[src/rtl/sw_reg_bank_wr_pkg.sv]
// sw_reg_bank_wr_pkg: shared types and helpers for the sw_reg_bank_wr slave.
//   state_e    response FSM states
//   rsp_e      registered termination encoding (RSP_NONE/RSP_ACK/RSP_ERR)
//   be_width   byte-enable width of a W-bit bus
//   commit_off offset of the commit register behind NUM_REGS data registers
package sw_reg_bank_wr_pkg;
  typedef enum logic {IDLE, RESP} state_e;
  typedef enum logic [1:0] {RSP_NONE, RSP_ACK, RSP_ERR} rsp_e;
  function automatic int be_width(input int w);
    return w / 8;
  endfunction
  function automatic int commit_off(input int n);
    return n;
  endfunction
endpackage

[src/rtl/sw_reg_byte_wr.sv]
// sw_reg_byte_wr: one W-bit register with per-byte load enables and reset value.
//   clk_i, rst_i  clock, asynchronous active-high reset
//   be_i          per-byte load enables
//   d_i           load data
//   q_o           register contents
module sw_reg_byte_wr
  import sw_reg_bank_wr_pkg::*;
#(
  parameter int             W         = 32,
  parameter logic [W-1:0]   RESET_VAL = '0
) (
  input  logic                   clk_i,
  input  logic                   rst_i,
  input  logic [be_width(W)-1:0] be_i,
  input  logic [W-1:0]           d_i,
  output logic [W-1:0]           q_o
);
  localparam int BW = be_width(W);
  logic [W-1:0] data_q;
  always_ff @(posedge clk_i or posedge rst_i)
    if (rst_i) data_q <= RESET_VAL;
    else
      for (int k = 0; k < BW; k++)
        if (be_i[k]) data_q[k*8 +: 8] <= d_i[k*8 +: 8];
  assign q_o = data_q;
endmodule

[src/rtl/sw_reg_bank_wr.sv]
// sw_reg_bank_wr: wishbone bank of software-writable registers driving fabric controls.
//   wb_clk_i/wb_rst_i          clock, asynchronous active-high reset
//   wbs_*_i / wbs_*_o          wishbone slave; one registered ack or err per accepted access
//   fabric_data_o              register i at [i*W +: W]
//   fabric_wr_stb_o            one-cycle pulse, with ack, when output slice i is loaded
//   SW_REG_BANK_WR_SHADOW_EN   writes land in shadows, copied to outputs by the commit register
module sw_reg_bank_wr
  import sw_reg_bank_wr_pkg::*;
#(
  parameter int                          BUS_DATA_WIDTH = 32,
  parameter int                          BUS_ADDR_WIDTH = 8,
  parameter int                          NUM_REGS       = 4,
  parameter int                          DEV_BASE_ADDR  = 0,
  parameter int                          DEV_HIGH_ADDR  = DEV_BASE_ADDR + NUM_REGS * 2,
  parameter logic [BUS_DATA_WIDTH-1:0]   RESET_VAL      = '0
) (
  input  logic                                wb_clk_i,
  input  logic                                wb_rst_i,
  input  logic                                wbs_cyc_i,
  input  logic                                wbs_stb_i,
  input  logic                                wbs_we_i,
  input  logic [BUS_DATA_WIDTH/8-1:0]         wbs_sel_i,
  input  logic [BUS_ADDR_WIDTH-1:0]           wbs_adr_i,
  input  logic [BUS_DATA_WIDTH-1:0]           wbs_dat_i,
  output logic [BUS_DATA_WIDTH-1:0]           wbs_dat_o,
  output logic                                wbs_ack_o,
  output logic                                wbs_err_o,
  output logic [NUM_REGS*BUS_DATA_WIDTH-1:0]  fabric_data_o,
  output logic [NUM_REGS-1:0]                 fabric_wr_stb_o
);
  localparam int W  = BUS_DATA_WIDTH;
  localparam int AW = BUS_ADDR_WIDTH;
  localparam int BW = be_width(W);
  localparam int COMMIT = commit_off(NUM_REGS);
  state_e state_q, state_d;
  rsp_e rsp_q, rsp_d;
  logic [W-1:0] dat_q, dat_d, rd;
  logic [NUM_REGS-1:0] stb_q, upd;
  logic [W-1:0] sh [NUM_REGS];
  logic [AW-1:0] off;
  logic in_win, accept, reg_hit, commit_hit, wr;
  assign off = wbs_adr_i - AW'(DEV_BASE_ADDR);
  assign in_win = wbs_adr_i >= AW'(DEV_BASE_ADDR) && wbs_adr_i <= AW'(DEV_HIGH_ADDR);
  assign accept = in_win & wbs_cyc_i & wbs_stb_i & (state_q == IDLE);
  assign reg_hit = {1'b0, off} < (AW+1)'(NUM_REGS);
`ifdef SW_REG_BANK_WR_SHADOW_EN
  assign commit_hit = off == AW'(COMMIT);
`else
  assign commit_hit = 1'b0;
`endif
  assign wr = accept & wbs_we_i & reg_hit;
  for (genvar i = 0; i < NUM_REGS; i++) begin : g_reg
    logic hit_i;
    logic [BW-1:0] be;
    assign hit_i = wr & (off == AW'(i));
    assign be = hit_i ? wbs_sel_i : '0;
`ifdef SW_REG_BANK_WR_SHADOW_EN
    logic cmt;
    // Commit bits beyond the bus width can never be set, so those outputs only load via reset.
    assign cmt = accept & wbs_we_i & commit_hit & wbs_sel_i[0] & (i < W) & wbs_dat_i[i % W];
    sw_reg_byte_wr #(.W(W), .RESET_VAL(RESET_VAL)) u_shadow (
      .clk_i(wb_clk_i), .rst_i(wb_rst_i), .be_i(be), .d_i(wbs_dat_i), .q_o(sh[i]));
    sw_reg_byte_wr #(.W(W), .RESET_VAL(RESET_VAL)) u_out (
      .clk_i(wb_clk_i), .rst_i(wb_rst_i), .be_i({BW{cmt}}), .d_i(sh[i]),
      .q_o(fabric_data_o[i*W +: W]));
    assign upd[i] = cmt;
`else
    sw_reg_byte_wr #(.W(W), .RESET_VAL(RESET_VAL)) u_out (
      .clk_i(wb_clk_i), .rst_i(wb_rst_i), .be_i(be), .d_i(wbs_dat_i),
      .q_o(fabric_data_o[i*W +: W]));
    assign sh[i] = fabric_data_o[i*W +: W];
    assign upd[i] = hit_i & |wbs_sel_i;
`endif
  end
  always_comb begin
    rd = '0;
    for (int i = 0; i < NUM_REGS; i++)
      if (off == AW'(i)) rd = sh[i];
  end
  always_comb begin
    state_d = state_q;
    rsp_d = rsp_q;
    dat_d = dat_q;
    if (state_q == RESP) begin
      state_d = IDLE;
      rsp_d = RSP_NONE;
    end else if (accept) begin
      state_d = RESP;
      rsp_d = (reg_hit | commit_hit) ? RSP_ACK : RSP_ERR;
      dat_d = (reg_hit | commit_hit) && !wbs_we_i ? (reg_hit ? rd : '0) : dat_q;
    end
  end
  always_ff @(posedge wb_clk_i or posedge wb_rst_i)
    if (wb_rst_i) begin
      state_q <= IDLE;
      rsp_q <= RSP_NONE;
      dat_q <= '0;
      stb_q <= '0;
    end else begin
      state_q <= state_d;
      rsp_q <= rsp_d;
      dat_q <= dat_d;
      stb_q <= upd;
    end
  assign wbs_dat_o = dat_q;
  assign wbs_ack_o = rsp_q == RSP_ACK;
  assign wbs_err_o = rsp_q == RSP_ERR;
  assign fabric_wr_stb_o = stb_q;
endmodule

[config.mk]
export PLATFORM = sky130hd
export DESIGN_NAME = sw_reg_bank_wr
export DESIGN_NICKNAME = d
export VERILOG_FILES = /design/src/rtl/sw_reg_bank_wr_pkg.sv /design/src/rtl/sw_reg_byte_wr.sv /design/src/rtl/sw_reg_bank_wr.sv
export SDC_FILE = /design/constraint.sdc
export NUM_CORES = 1
export LEC_CHECK = 0
export CORE_UTILIZATION = 25
export CTS_BUF_LIST = sky130_fd_sc_hd__clkbuf_16
export DETAILED_ROUTE_END_ITERATION = 8
export PLACE_DENSITY = 0.5
export SETUP_SLACK_MARGIN = 0.05
export SLEW_MARGIN = 25
export SYNTH_ARGS = -nofsm -noshare
export SYNTH_HDL_FRONTEND = slang
export SYNTH_HIERARCHICAL = 1
export SYNTH_SLANG_ARGS = --single-unit
[constraint.sdc]
create_clock -name wb_clk_i -period 2.95 [get_ports wb_clk_i]
set_input_delay 0.885 -clock wb_clk_i [delete_from_list [all_inputs] [get_ports wb_clk_i]]
set_output_delay 0.885 -clock wb_clk_i [all_outputs]
set_load 0.1 [all_outputs]
After elaboration in Yosys (flattened, before gate mapping)
Index checks and enable logic that the tools add are counted.

cells by class
  bitwise gates (word level) = 14
  equality and inequality tests = 5
  mux-type cells = 14
  $lt $le $gt $ge = 3
  reductions and logical operators = 7

operators by type and width
  operator                                                         count
  2-to-1 mux 32 bit                                                5
  equality test 8 x 2 -> 1 bit (second input constant)             2
  2-to-1 mux 4 bit                                                 4
  AND 1 bit                                                        13
  equality test 8 x 1 -> 1 bit (second input constant)             1
  >= comparator 8 x 1 -> 1 bit (second input constant)             1
  less-or-equal comparator 8 x 4 -> 1 bit (second input constant)  1
  logical NOT 8 bit                                                1
  less-than comparator 8 x 3 -> 1 bit (second input constant)      1
  2-to-1 mux 2 bit                                                 3
  OR reduction 4 bit                                               1
  AND reduction 3 bit                                              1
  equality test 2 x 1 -> 1 bit (second input constant)             1
  equality test 2 bit (second input constant)                      1
  logical AND 1 bit                                                2
  2-to-1 mux 1 bit                                                 2
  nonzero test 2 bit                                               1
  logical NOT 1 bit                                                1
  inverter 1 bit                                                   1

storage, ports and cells
  word-level logic and storage cells = 63
  bits of input ports = 49
  register bits after elaboration = 167
  output and inout port bits = 166

Depth between registers and ports, before layout
Gate-level depths: netlist of the first run.

  word-level depth = 9
  gate-level depth with buffers = 7
  depth with buffers taken out = 4

Hierarchy
The synthesis of the first run kept the hierarchy.

by module, submodules not included
  module          seq. area each (um^2)  area each (um^2)  times used  cells an instance
  sw_reg_byte_wr  800.8                  1330.0            4           69
  sw_reg_bank_wr  975.9                  2431.1            1           175

Worst setup path after synthesis of the first run
OpenSTA, ideal clock, no wires.

  path kind = input-to-reg
  start point = in wbs_adr_i[7]
  end point = reg g_reg[1].u_out.data_q[24]
  stages = 5
  buffers on the path = 1
  library setup time = 0.126 ns
  path slack = 0.302 ns
  arrival time = 2.521 ns
  data required time = 2.824 ns
  cells stage by stage = or4_4 > or4_4 > nor2_1 > buf_6 > mux2_4

on the way
  word-level cells in the longest chain between the ends = 9
  elaborated cells on any way between the ends = 12
  classes of those cells = 3 x order compare; 1 x eq/ne; 1 x mux; 6 x bitwise; 1 x reduce/logical

RTL lines
  item                                                                                     line                  text
  start, declared                                                                          sw_reg_bank_wr.sv:23  input logic [BUS_ADDR_WIDTH-1:0] wbs_adr_i,
  >= comparator 8 x 1 -> 1 bit or less-or-equal comparator 8 x 4 -> 1 bit (tied branches)  sw_reg_bank_wr.sv:43  assign in_win = wbs_adr_i >= AW'(DEV_BASE_ADDR) && wbs_adr_i <= AW'(DEV_HIGH_ADDR);
  logical AND 1 bit                                                                        sw_reg_bank_wr.sv:43
  AND 1 bit (3 in a row)                                                                   sw_reg_bank_wr.sv:44  assign accept = in_win & wbs_cyc_i & wbs_stb_i & (state_q == IDLE);
  AND 1 bit (2 in a row)                                                                   sw_reg_bank_wr.sv:51  assign wr = accept & wbs_we_i & reg_hit;
  AND 1 bit *                                                                              sw_reg_bank_wr.sv:55  assign hit_i = wr & (off == AW'(i));
  2-to-1 mux 4 bit *                                                                       sw_reg_bank_wr.sv:56  assign be = hit_i ? wbs_sel_i : '0;
  via g_reg[1].be[3]                                                                       sw_reg_bank_wr.sv:54  logic [BW-1:0] be;
  end signal, assigned by index                                                            sw_reg_byte_wr.sv:24  if (be_i[k]) data_q[k*8 +: 8] <= d_i[k*8 +: 8];
  end, declared                                                                            sw_reg_byte_wr.sv:19  logic [W-1:0] data_q;

Mark *: on every way through the listed nets, which the timed path passes. The rest lies on a longest branch.
A chain may end at the register's enable or synchronous reset.

Worst setup path in the final report of the first run
  start point = in wbs_adr_i[6]
  end point = reg g_reg[2].u_out.data_q[5]

on the way
  word-level cells in the longest chain between the ends = 9
  elaborated cells on any way between the ends = 12
  classes of those cells = 3 x order compare; 1 x eq/ne; 1 x mux; 6 x bitwise; 1 x reduce/logical

RTL lines
  item                                                                                     line
  >= comparator 8 x 1 -> 1 bit or less-or-equal comparator 8 x 4 -> 1 bit (tied branches)  sw_reg_bank_wr.sv:43
  logical AND 1 bit                                                                        sw_reg_bank_wr.sv:43
  AND 1 bit (3 in a row)                                                                   sw_reg_bank_wr.sv:44
  AND 1 bit (2 in a row)                                                                   sw_reg_bank_wr.sv:51
  AND 1 bit *                                                                              sw_reg_bank_wr.sv:55
  2-to-1 mux 4 bit *                                                                       sw_reg_bank_wr.sv:56
  via g_reg[2].be[0]                                                                       sw_reg_bank_wr.sv:54
  end signal, assigned by index                                                            sw_reg_byte_wr.sv:24
  end, declared                                                                            sw_reg_byte_wr.sv:19

Marked as above.

==> out/qor.txt, run 1 <==
Max VDD drop: 0.3422 mV
Final critical-path share of the clock period: 0.9719
Die area: 0.03171 mm^2
Root Buffer Master: clkbuf_16
Mean Syn Cell Area: 17.19 um^2
Vias in the first global route: 5412
Pwr per Cell Area: 461.5 mW/mm^2
Predominant post-synthesis flop cell: dfrtp_1
Layout cells sized above 1: 0.6337
Number of I/O pins: 215
Top cells by area, synth: dfrtp_1, mux2_4, mux4_2
Final antenna-violating net count: 0
Crit. End Element: flip-flop
Final slew viol count: 0
RSZ-0062 raised after global routing: no
Core area: 0.03051 mm^2
Pleak: 5.291 nW
# setup viols final: 0
# H-tree levels: 4
Maximum clock path buffer count: 2
Top fanout value on the critical path: 5
Die height: 178.1 um
Reg2Reg Depth: 6
Min cycle time layout: 2867 ps
Hold WS: 507.7 ps
Crit path launch type: primary input
Critical Path AT: 3180 ps
Residual DRC: 0
Final WL: 23380 um
Worst-path clk slew: 70 ps
Initial DRC count: 136
Global route overflow: 0
Synth area leader: dfrtp_1
Initial antenna violation count: 1
Initial Util: 0.2541
Worst r2r dst: g_reg[3].u_out/q_o[7]
Placed cell count: 1082
Worst reg2reg path startpoint: state_q
Core Util, Final: 0.3526
Syn_nets: 500
GRT Util Overall: 0.1513
Number of synthesized register bits: 167
Diodes inserted: 0
Setup Buffers After CTS: 0
Largest net degree at the start of global routing: 33
Hold Fails Final Rpt: 0
Avg Vias per Cell: 4.487
Slew headroom: 0.6145
Fin cells: 1114
Global-route wire length before repair: 35100 um
Status: finished, final reports clean
Num CTS Buffers: 17
Hold Buf Count CTS: 0
Layout area overhead: 38.79%
Post-DP HPWL: 17360 um
Crit path to: g_reg[2].u_out/q_o[5]
Clk sinks: 167
Worst hold-check path type: flip-flop to flip-flop
Die width: 178.1 um
R2R setup slack: 1130 ps
Critical path required time: 3260 ps
Worst setup path class: primary input to flip-flop
Syn Inst Count: 451
Ys async rst share: 1.000
Row Count: 64
Vias: 4999
Max-cap check violation count: 0
Synth Cell Area: 0.007751 mm^2
Clock Latency Late Sink: 430 ps
Top-count cell post-synth: dfrtp_1
Worst Setup SP: wbs_adr_i[6]
Routed length per placed instance: 20.99 um
Commonest cells post-synth: dfrtp_1, mux2_4, mux4_2
Yosys warns: 6
DRT Pass-1 Iters: 4
Number of synthesized flops with an enable pin: 0
Post-synth cell types: 28
NumNets Final: 754
Sequential area share after synthesis: 0.5391
Yosys top cell area share: 0.5391
Routability cong.: 0.7671
Max Fclk: 348.8 MHz
Port bufs: 214
Skew final: 7.242 ps
Slew @ Worst Pin: 577.5 ps
CTS tree: built
Setup tns final: 0 ps
sequential cells by signal, indices dropped and copies added, names as in the netlist:
signal           cells
state_q              1
wbs_dat_o           32
fabric_wr_stb_o      4
rsp_q                2
g.u_out/q_o        128
report_power, final:
part / switching, mW / internal (mW) / total, mW / leakage (nW)
Clock: 1.04 / 1.18 / 2.23 / 0.275
Combinational: 0.273 / 0.148 / 0.420 / 2.69
Sequential: 0.0156 / 2.30 / 2.32 / 2.33
Total: 1.33 / 3.64 / 4.96 / 5.29
layout by cell type, fill, tap and decap left out, types with 2 or more instances in the layout:
cell               n
buf_4            210
dfrtp_1          167
mux2_4           128
clkdlybuf4s50_1   46
mux4_2            32
mux2_2            31
nor2_1            17
clkbuf_16         17
nand2_1            8
inv_1              6
inv_6              6
nor4_2             5
inv_2              5
buf_12             5
nor4_1             3
or4_4              3
nand3_1            3
clkinvlp_4         3
a31oi_1            2
nor2_2             2
clkinv_4           2
buf_2              2
cell families after synthesis:
| family | Yosys count | synth area share |
|---|---|---|
| muxes | 192 | 0.3874 |
| DFF | 167 | 0.5391 |
| and+or+nand+nor | 48 | 0.03212 |
| buffers and inverters | 38 | 0.03567 |
| AOI/OAI and AO/OA | 6 | 0.005649 |
cell type report:
cell class / count / area (um^2)
Tap cell: 396 / 495.5
Fill cell: 2927 / 19750
Clock inverter: 15 / 142.6
Sequential cell: 167 / 4179
Clock buffer: 17 / 425.4
Inverter: 10 / 37.54
Multi-Input combinational cell: 246 / 3331
Timing Repair Buffer: 263 / 2147
timing repair:
action	CTS	global route
setup endpoints to repair	0	10
resized for setup	0	2
endpoints found under the hold margin	0	0
routing by layer:
layer	routed length, um	up-vias	GRT usage
li1	-	2157	-
met1	10490	2669	0.1994
met2	11170	151	0.2421
met3	1371	20	0.04007
met4	344	2	0.04523
met5	13	-	0
critical path, cell delays in order:
cell and delay, ps:
clkdlybuf4s50_1 440, or4_4 570, or4_4 590, nor2_1 170
buf_4 190, mux2_4 310
stage by stage:
| step | cell area [um^2] | worst slack [ps] | power (mW) |
|---|---|---|---|
| finish | 10760 | 82.98 | 4.965 |
| global route | 10760 | 54.68 | 5.163 |
| CTS | 10750 | 79.24 | 5.048 |
| detailed placement | 10180 | -375.9 | 2.792 |
| global placement | 10180 | -320.6 | 2.786 |
| floorplan | 7751 | 302.4 | 2.587 |
worst min path at each step:
stage	startpoint	to	slack [ps]	cells after the start
floorplan	rsp_q[1]	rsp_q[1]	520	1
global placement	wbs_dat_o[18]	wbs_dat_o[18]	480	1
detailed placement	wbs_dat_o[15]	wbs_dat_o[15]	500	1
CTS	wbs_dat_o[15]	wbs_dat_o[15]	510	1
global route	wbs_dat_o[18]	wbs_dat_o[18]	520	1
finish	wbs_dat_o[15]	wbs_dat_o[15]	510	1
(Power assumes the default switching activity.)
==> inputs of run 2 (changes only) <==
--- a/config.mk
+++ b/config.mk
@@ -8,7 +8,7 @@
 export CORE_UTILIZATION = 25
 export CTS_BUF_LIST = sky130_fd_sc_hd__clkbuf_16
 export DETAILED_ROUTE_END_ITERATION = 8
-export PLACE_DENSITY = 0.5
+export PLACE_DENSITY = 0.44
 export SETUP_SLACK_MARGIN = 0.05
 export SLEW_MARGIN = 25
 export SYNTH_ARGS = -nofsm -noshare
==> out/qor.txt, run 2 (synthesized netlist as in run 1, its figures left out) <==
Layout cells sized above 1: 0.6259 (-0.007826)
Post-DP HPWL: 17710 um (+2.0%)
Initial Util: 0.2541 (unchanged)
Port bufs: 214 (unchanged)
Crit path launch type: primary input
Hold WS: 503.8 ps (-3.851 ps)
Vias: 4879 (-2.4%)
Initial DRC count: 283 (+110%)
Final antenna-violating net count: 0 (unchanged)
Row Count: 64 (unchanged)
Max FFs per register: 128 (unchanged)
Pwr per Cell Area: 471.5 mW/mm^2 (+2.2%)
Max-cap check violation count: 0 (unchanged)
# setup viols final: 0 (unchanged)
Avg Vias per Cell: 4.403 (-1.9%)
Setup Buffers After CTS: 0 (unchanged)
Critical Path AT: 3170 ps (about the same)
Core Util, Final: 0.3526 (unchanged)
Slew headroom: 0.6188 (+0.004323)
Core area: 0.03051 mm^2 (unchanged)
Number of I/O pins: 215 (unchanged)
Final critical-path share of the clock period: 0.9725 (about the same)
GRT Util Overall: 0.1568 (+0.005459)
Worst hold-check path type: flip-flop to flip-flop
Most frequent cells in the layout: buf_4, dfrtp_1, mux2_4
Post-route setup slack: 80.99 ps (-1.993 ps)
Maximum clock path buffer count: 2 (unchanged)
Initial antenna violation count: 4 (+3)
Root Buffer Master: clkbuf_16
# H-tree levels: 4 (unchanged)
Num CTS Buffers: 17 (unchanged)
Clk sinks: 167 (unchanged)
Worst setup path class: primary input to flip-flop
Worst slack at placement: -361.3 ps (+14.62 ps)
Max Fclk: 348.6 MHz (about the same)
Routed length per placed instance: 21.76 um (+3.7%)
CTS tree: built
Die area: 0.03171 mm^2 (unchanged)
Final WL: 24120 um (+3.1%)
Layout area overhead: 38.79% (unchanged)
Setup tns final: 0 ps (unchanged)
Hold Fails Final Rpt: 0 (unchanged)
Top fanout value on the critical path: 5 (unchanged)
Cell area after layout: 0.01076 mm^2 (unchanged)
Global-route wire length before repair: 36150 um (+3.0%)
RSZ-0062 raised after global routing: no
Largest net degree at the start of global routing: 26 (-21%)
Total power: 5.073 mW (+2.2%)
Die width: 178.1 um (unchanged)
Final slew viol count: 0 (unchanged)
Worst-path clk slew: 70 ps (about the same)
Commonest non-fill, non-tap cell in the layout: buf_4
Placed cell area: 0.01015 mm^2 (-0.32%)
Skew final: 12.80 ps (+5.560 ps)
DRT Pass-1 Iters: 4 (unchanged)
Fin cells: 1108 (-0.54%)
Crit. End Element: flip-flop
Die height: 178.1 um (unchanged)
Placed cell count: 1076 (-0.55%)
Slew @ Worst Pin: 571.0 ps (-6.475 ps)
Min cycle time layout: 2869 ps (+1.993 ps)
Max VDD drop: 0.2840 mV (-17%)
Status: finished, final reports clean
Vias in the first global route: 5351 (-1.1%)
Pleak: 5.274 nW (-0.32%)
Global route overflow: 0 (unchanged)
NumNets Final: 748 (-0.80%)
Routability cong.: 0.7605 (-0.86%)
Residual DRC: 0 (unchanged)
Critical path required time: 3250 ps (about the same)
Clock Latency Late Sink: 420 ps (about the same)
-- run 2: cell types whose count changed in the layout (fill, tap and decap cells not counted) --
cell / change
clkinvlp_4: +1
nor2_2: -2
clkinv_4: -2
buf_4: -8
buf_12: +1
inv_6: -2
bufinv_16: +2
clkinv_1: +1
buf_6: +1
diode_2: +1
clkinv_2: -1
nor2_1: +2
-- run 2: worst max-delay path, stage by stage --
cell,delay [ps]
clkdlybuf4s50_1,440
or4_4,590
or4_4,560
nor2_1,200
buf_4,190
mux2_4,300
-- run 2: cell type report --
class                      instances  area (um^2)
antenna                            1        2.502
clock buffer                      17        425.4
clock inverter                    14        173.9
fill                            2958        19750
inverter                          10        37.54
multi-input combinational        246         3326
sequential                       167         4179
tap                              396        495.5
timing repair buffer             257         2118
-- run 2: path summary, 6_finish.rpt --
check                              start                endpoint  slack, ps  cells after the start
setup / recovery            wbs_adr_i[7]  g_reg[2].u_out/q_o[30]         80                      6
min in group asynchronous       wb_rst_i                 state_q       1070                      2
max in group asynchronous       wb_rst_i  g_reg[1].u_out/q_o[30]       1210                      3
hold / removal             wbs_dat_o[18]           wbs_dat_o[18]        500                      1
setup reg to reg                 state_q   g_reg[3].u_out/q_o[5]        970                      6
hold reg to reg            wbs_dat_o[18]           wbs_dat_o[18]        500                      1
-- run 2: repair_timing --
action	CTS	global route
hold buffers	0	0
gates resized for setup	0	1
setup endpoints to repair	0	8
-- run 2: report_power, final --
| part | leakage (nW) | internal [mW] | switching, mW |
|---|---|---|---|
| clock | 0.284 | 1.34 | 0.996 |
| combinational | 2.66 | 0.142 | 0.274 |
| sequential | 2.33 | 2.30 | 0.0160 |
| total | 5.27 | 3.79 | 1.29 |
-- run 2: metal layers --
| metal | track usage | wire length, um | up-vias |
|---|---|---|---|
| li1 | - | - | 2146 |
| met3 | 0.04625 | 1433 | 13 |
| met4 | 0.02849 | 153 | 2 |
| met5 | 0 | 11 | - |
| met1 | 0.2170 | 11320 | 2556 |
| met2 | 0.2432 | 11200 | 162 |
==> inputs of run 3 (changes only) <==
--- a/config.mk
+++ b/config.mk
@@ -5,6 +5,7 @@
 export SDC_FILE = /design/constraint.sdc
 export NUM_CORES = 1
 export LEC_CHECK = 0
+export ABC_AREA = 1
 export CORE_UTILIZATION = 25
 export CTS_BUF_LIST = sky130_fd_sc_hd__clkbuf_16
 export DETAILED_ROUTE_END_ITERATION = 8
==> out/qor.txt, run 3 <==
Status: finished, final reports clean
Residual DRC: 0 (unchanged)
Pleak: 5.872 nW (+11%)
Layout cells sized above 1: 0.2288 (-0.3971)
Commonest cells post-synth: nand2_1, dfrtp_1, nand3_1
Core Util, Final: 0.3587 (+0.006122)
Routability cong.: 0.7818 (+2.8%)
Switch Pwr: 1.194 mW (-7.2%)
Number of filler cells placed in the layout: 3165 (+7.0%)
Vias in the first global route: 7188 (+34%)
Port bufs: 214 (unchanged)
Root Buffer Master: clkbuf_16
DRT Pass-1 Iters: 4 (unchanged)
Die area: 0.03147 mm^2 (-0.76%)
Sequential power share: 0.475 (+0.018)
Vias: 7231 (+48%)
GRT Util Overall: 0.2053 (+0.04852)
Diodes inserted: 0 (-1)
Largest net degree at the start of global routing: 34 (+31%)
Slew headroom: 0.4912 (-0.1276)
Post-DP HPWL: 22170 um (+25%)
Slew @ Worst Pin: 758.6 ps (+187.6 ps)
Number of synthesized register bits: 167 (unchanged)
Die height: 177.4 um (-0.38%)
Power Internal: 3.634 mW (-4.0%)
Ys async rst share: 1.000 (unchanged)
Syn Inst Count: 971 (+120%)
Setup tns final: 0 ps (unchanged)
R2R setup slack: 1250 ps (+280 ps)
Sequential area share after synthesis: 0.5434 (+0.004210)
Worst-path clk slew: 70 ps (about the same)
Global route overflow: 0 (unchanged)
Max-cap check violation count: 0 (unchanged)
Final antenna-violating net count: 0 (unchanged)
Most frequent cells in the layout: nand2_1, buf_4, dfrtp_1
Combinational Power Share: 0.055 (-0.027)
Predominant post-synthesis flop cell: dfrtp_1
Crit. End Element: flip-flop
Max FFs per register: 128 (unchanged)
# setup viols final: 0 (unchanged)
Syn_nets: 1020 (+100%)
Hold Fails Final Rpt: 0 (unchanged)
Avg Vias per Cell: 4.469 (+1.5%)
Routed length per placed instance: 19.35 um (-11%)
Final critical-path share of the clock period: 0.8741 (-0.09843)
Post-synth cell types: 22 (-21%)
Initial DRC count: 482 (+70%)
Setup Buffers After CTS: 0 (unchanged)
Clk sinks: 167 (unchanged)
NumNets Final: 1265 (+69%)
Worst setup path class: primary input to flip-flop
# H-tree levels: 4 (unchanged)
Initial antenna violation count: 2 (-2)
Resize count post-CTS: 0 (unchanged)
Row Count: 63 (-1.6%)
Core area: 0.02995 mm^2 (-1.8%)
Number of I/O pins: 215 (unchanged)
Num CTS Buffers: 17 (unchanged)
Commonest non-fill, non-tap cell in the layout: nand2_1
Clock Latency Late Sink: 430 ps (about the same)
Layout area overhead: 39.71%
Crit path launch type: primary input
Critical Path AT: 2900 ps (-270 ps)
Skew final: 14.88 ps (+2.078 ps)
Synth area leader: dfrtp_1
RSZ-0062 raised after global routing: no
Top-count cell post-synth: nand2_1
Fin cells: 1618 (+46%)
Synth Cell Area: 0.007691 mm^2 (-0.77%)
Yosys warns: 6 (unchanged)
CTS tree: built
Die width: 177.4 um (-0.38%)
Initial Util: 0.2568 (+0.002707)
Final WL: 31310 um (+30%)
Yosys top cell area share: 0.5434 (+0.004210)
Hold WS: 480.6 ps (-23.21 ps)
Clock Power Share: 0.470 (+0.009)
Maximum clock path buffer count: 2 (unchanged)
Mean Syn Cell Area: 7.921 um^2 (-54%)
Placed cell count: 1587 (+47%)
Min cycle time layout: 2579 ps (-290.4 ps)
Number of synthesized flops with an enable pin: 0 (unchanged)
Max Fclk: 387.8 MHz (+11%)
Top fanout value on the critical path: 8 (+3)
Global-route wire length before repair: 46830 um (+30%)
Critical path required time: 3270 ps (+20 ps)
Hold Buf Count CTS: 0 (unchanged)
Worst hold-check path type: flip-flop to flip-flop
Final slew viol count: 0 (unchanged)
Pwr per Cell Area: 449.3 mW/mm^2 (-4.7%)
Fraction of power spent switching nets: 0.2474 (-0.006259)
Top cells by area, synth: dfrtp_1, nand2_1, nand3_1
Max VDD drop: 0.3585 mV (+26%)
==> run 3: final cells by class <==
type,instances,area (um^2),area share
multi-input cells,695,2978,0.2771
flip-flops and latches,167,4179,0.3889
repair buffers,269,2277,0.2119
well taps,390,488.0,0.04541
clock inverters,14,150.1,0.01397
clock buffers,17,425.4,0.03959
inverters,66,247.7,0.02306
==> run 3: stage by stage <==
step                area [um^2]  worst slack, ps  power (mW)
floorplan                  7691            438.5       2.432
global placement          10170           -27.24       2.608
detailed placement        10170           -63.12       2.608
CTS                       10750            378.5       4.892
global route              10750            189.6       5.015
finish                    10750            371.4       4.828
==> run 3: path summary, 6_finish.rpt <==
path / start / to / depth (start not counted)
max: wbs_adr_i[1] / g_reg[2].u_out/q_o[28] / 10
min: wbs_dat_o[8] / wbs_dat_o[8] / 2
max reg2reg: state_q / g_reg[1].u_out/q_o[12] / 9
min reg2reg: wbs_dat_o[8] / wbs_dat_o[8] / 2
max in group asynchronous: wb_rst_i / g_reg[0].u_out/q_o[11] / 3
min in group asynchronous: wb_rst_i / wbs_dat_o[9] / 2
==> run 3: cells by family (layout without fill, tap and decap cells) <==
kind of cell,after synthesis,in the layout,synth area share
AND/OR/NAND/NOR,662,662,0.3628
flip-flops,167,167,0.5434
buffers and inverters,109,366,0.07207
AO/OA/AOI/OAI,33,33,0.02180
==> run 3: critical path: stages <==
cell	delay, ps
clkdlybuf4s50_1	600
nand2_1	100
nor2_1	270
buf_4	190
nand4_1	260
nor2_1	190
buf_4	150
inv_2	110
nand2_1	80
nand2_1	50
==> run 3: per-layer routing <==
layer,global-route usage,vias to the layer above,share of wire
met3,0.03749,23,0.049
met1,0.2933,3486,0.48
met2,0.3188,203,0.46
met5,0,-,0.00054
met4,0.04915,2,0.013
li1,-,3517,-
==> run 3: power groups by stage <==
stage          clock network, mW  logic [mW]  registers, mW
6_report                    2.27       0.265           2.29
3_3_place_gp                   0       0.270           2.34
2_1_floorplan                  0      0.0918           2.34
4_1_cts                     2.33       0.271           2.29
3_5_place_dp                   0       0.270           2.34
5_1_grt                     2.43       0.289           2.29
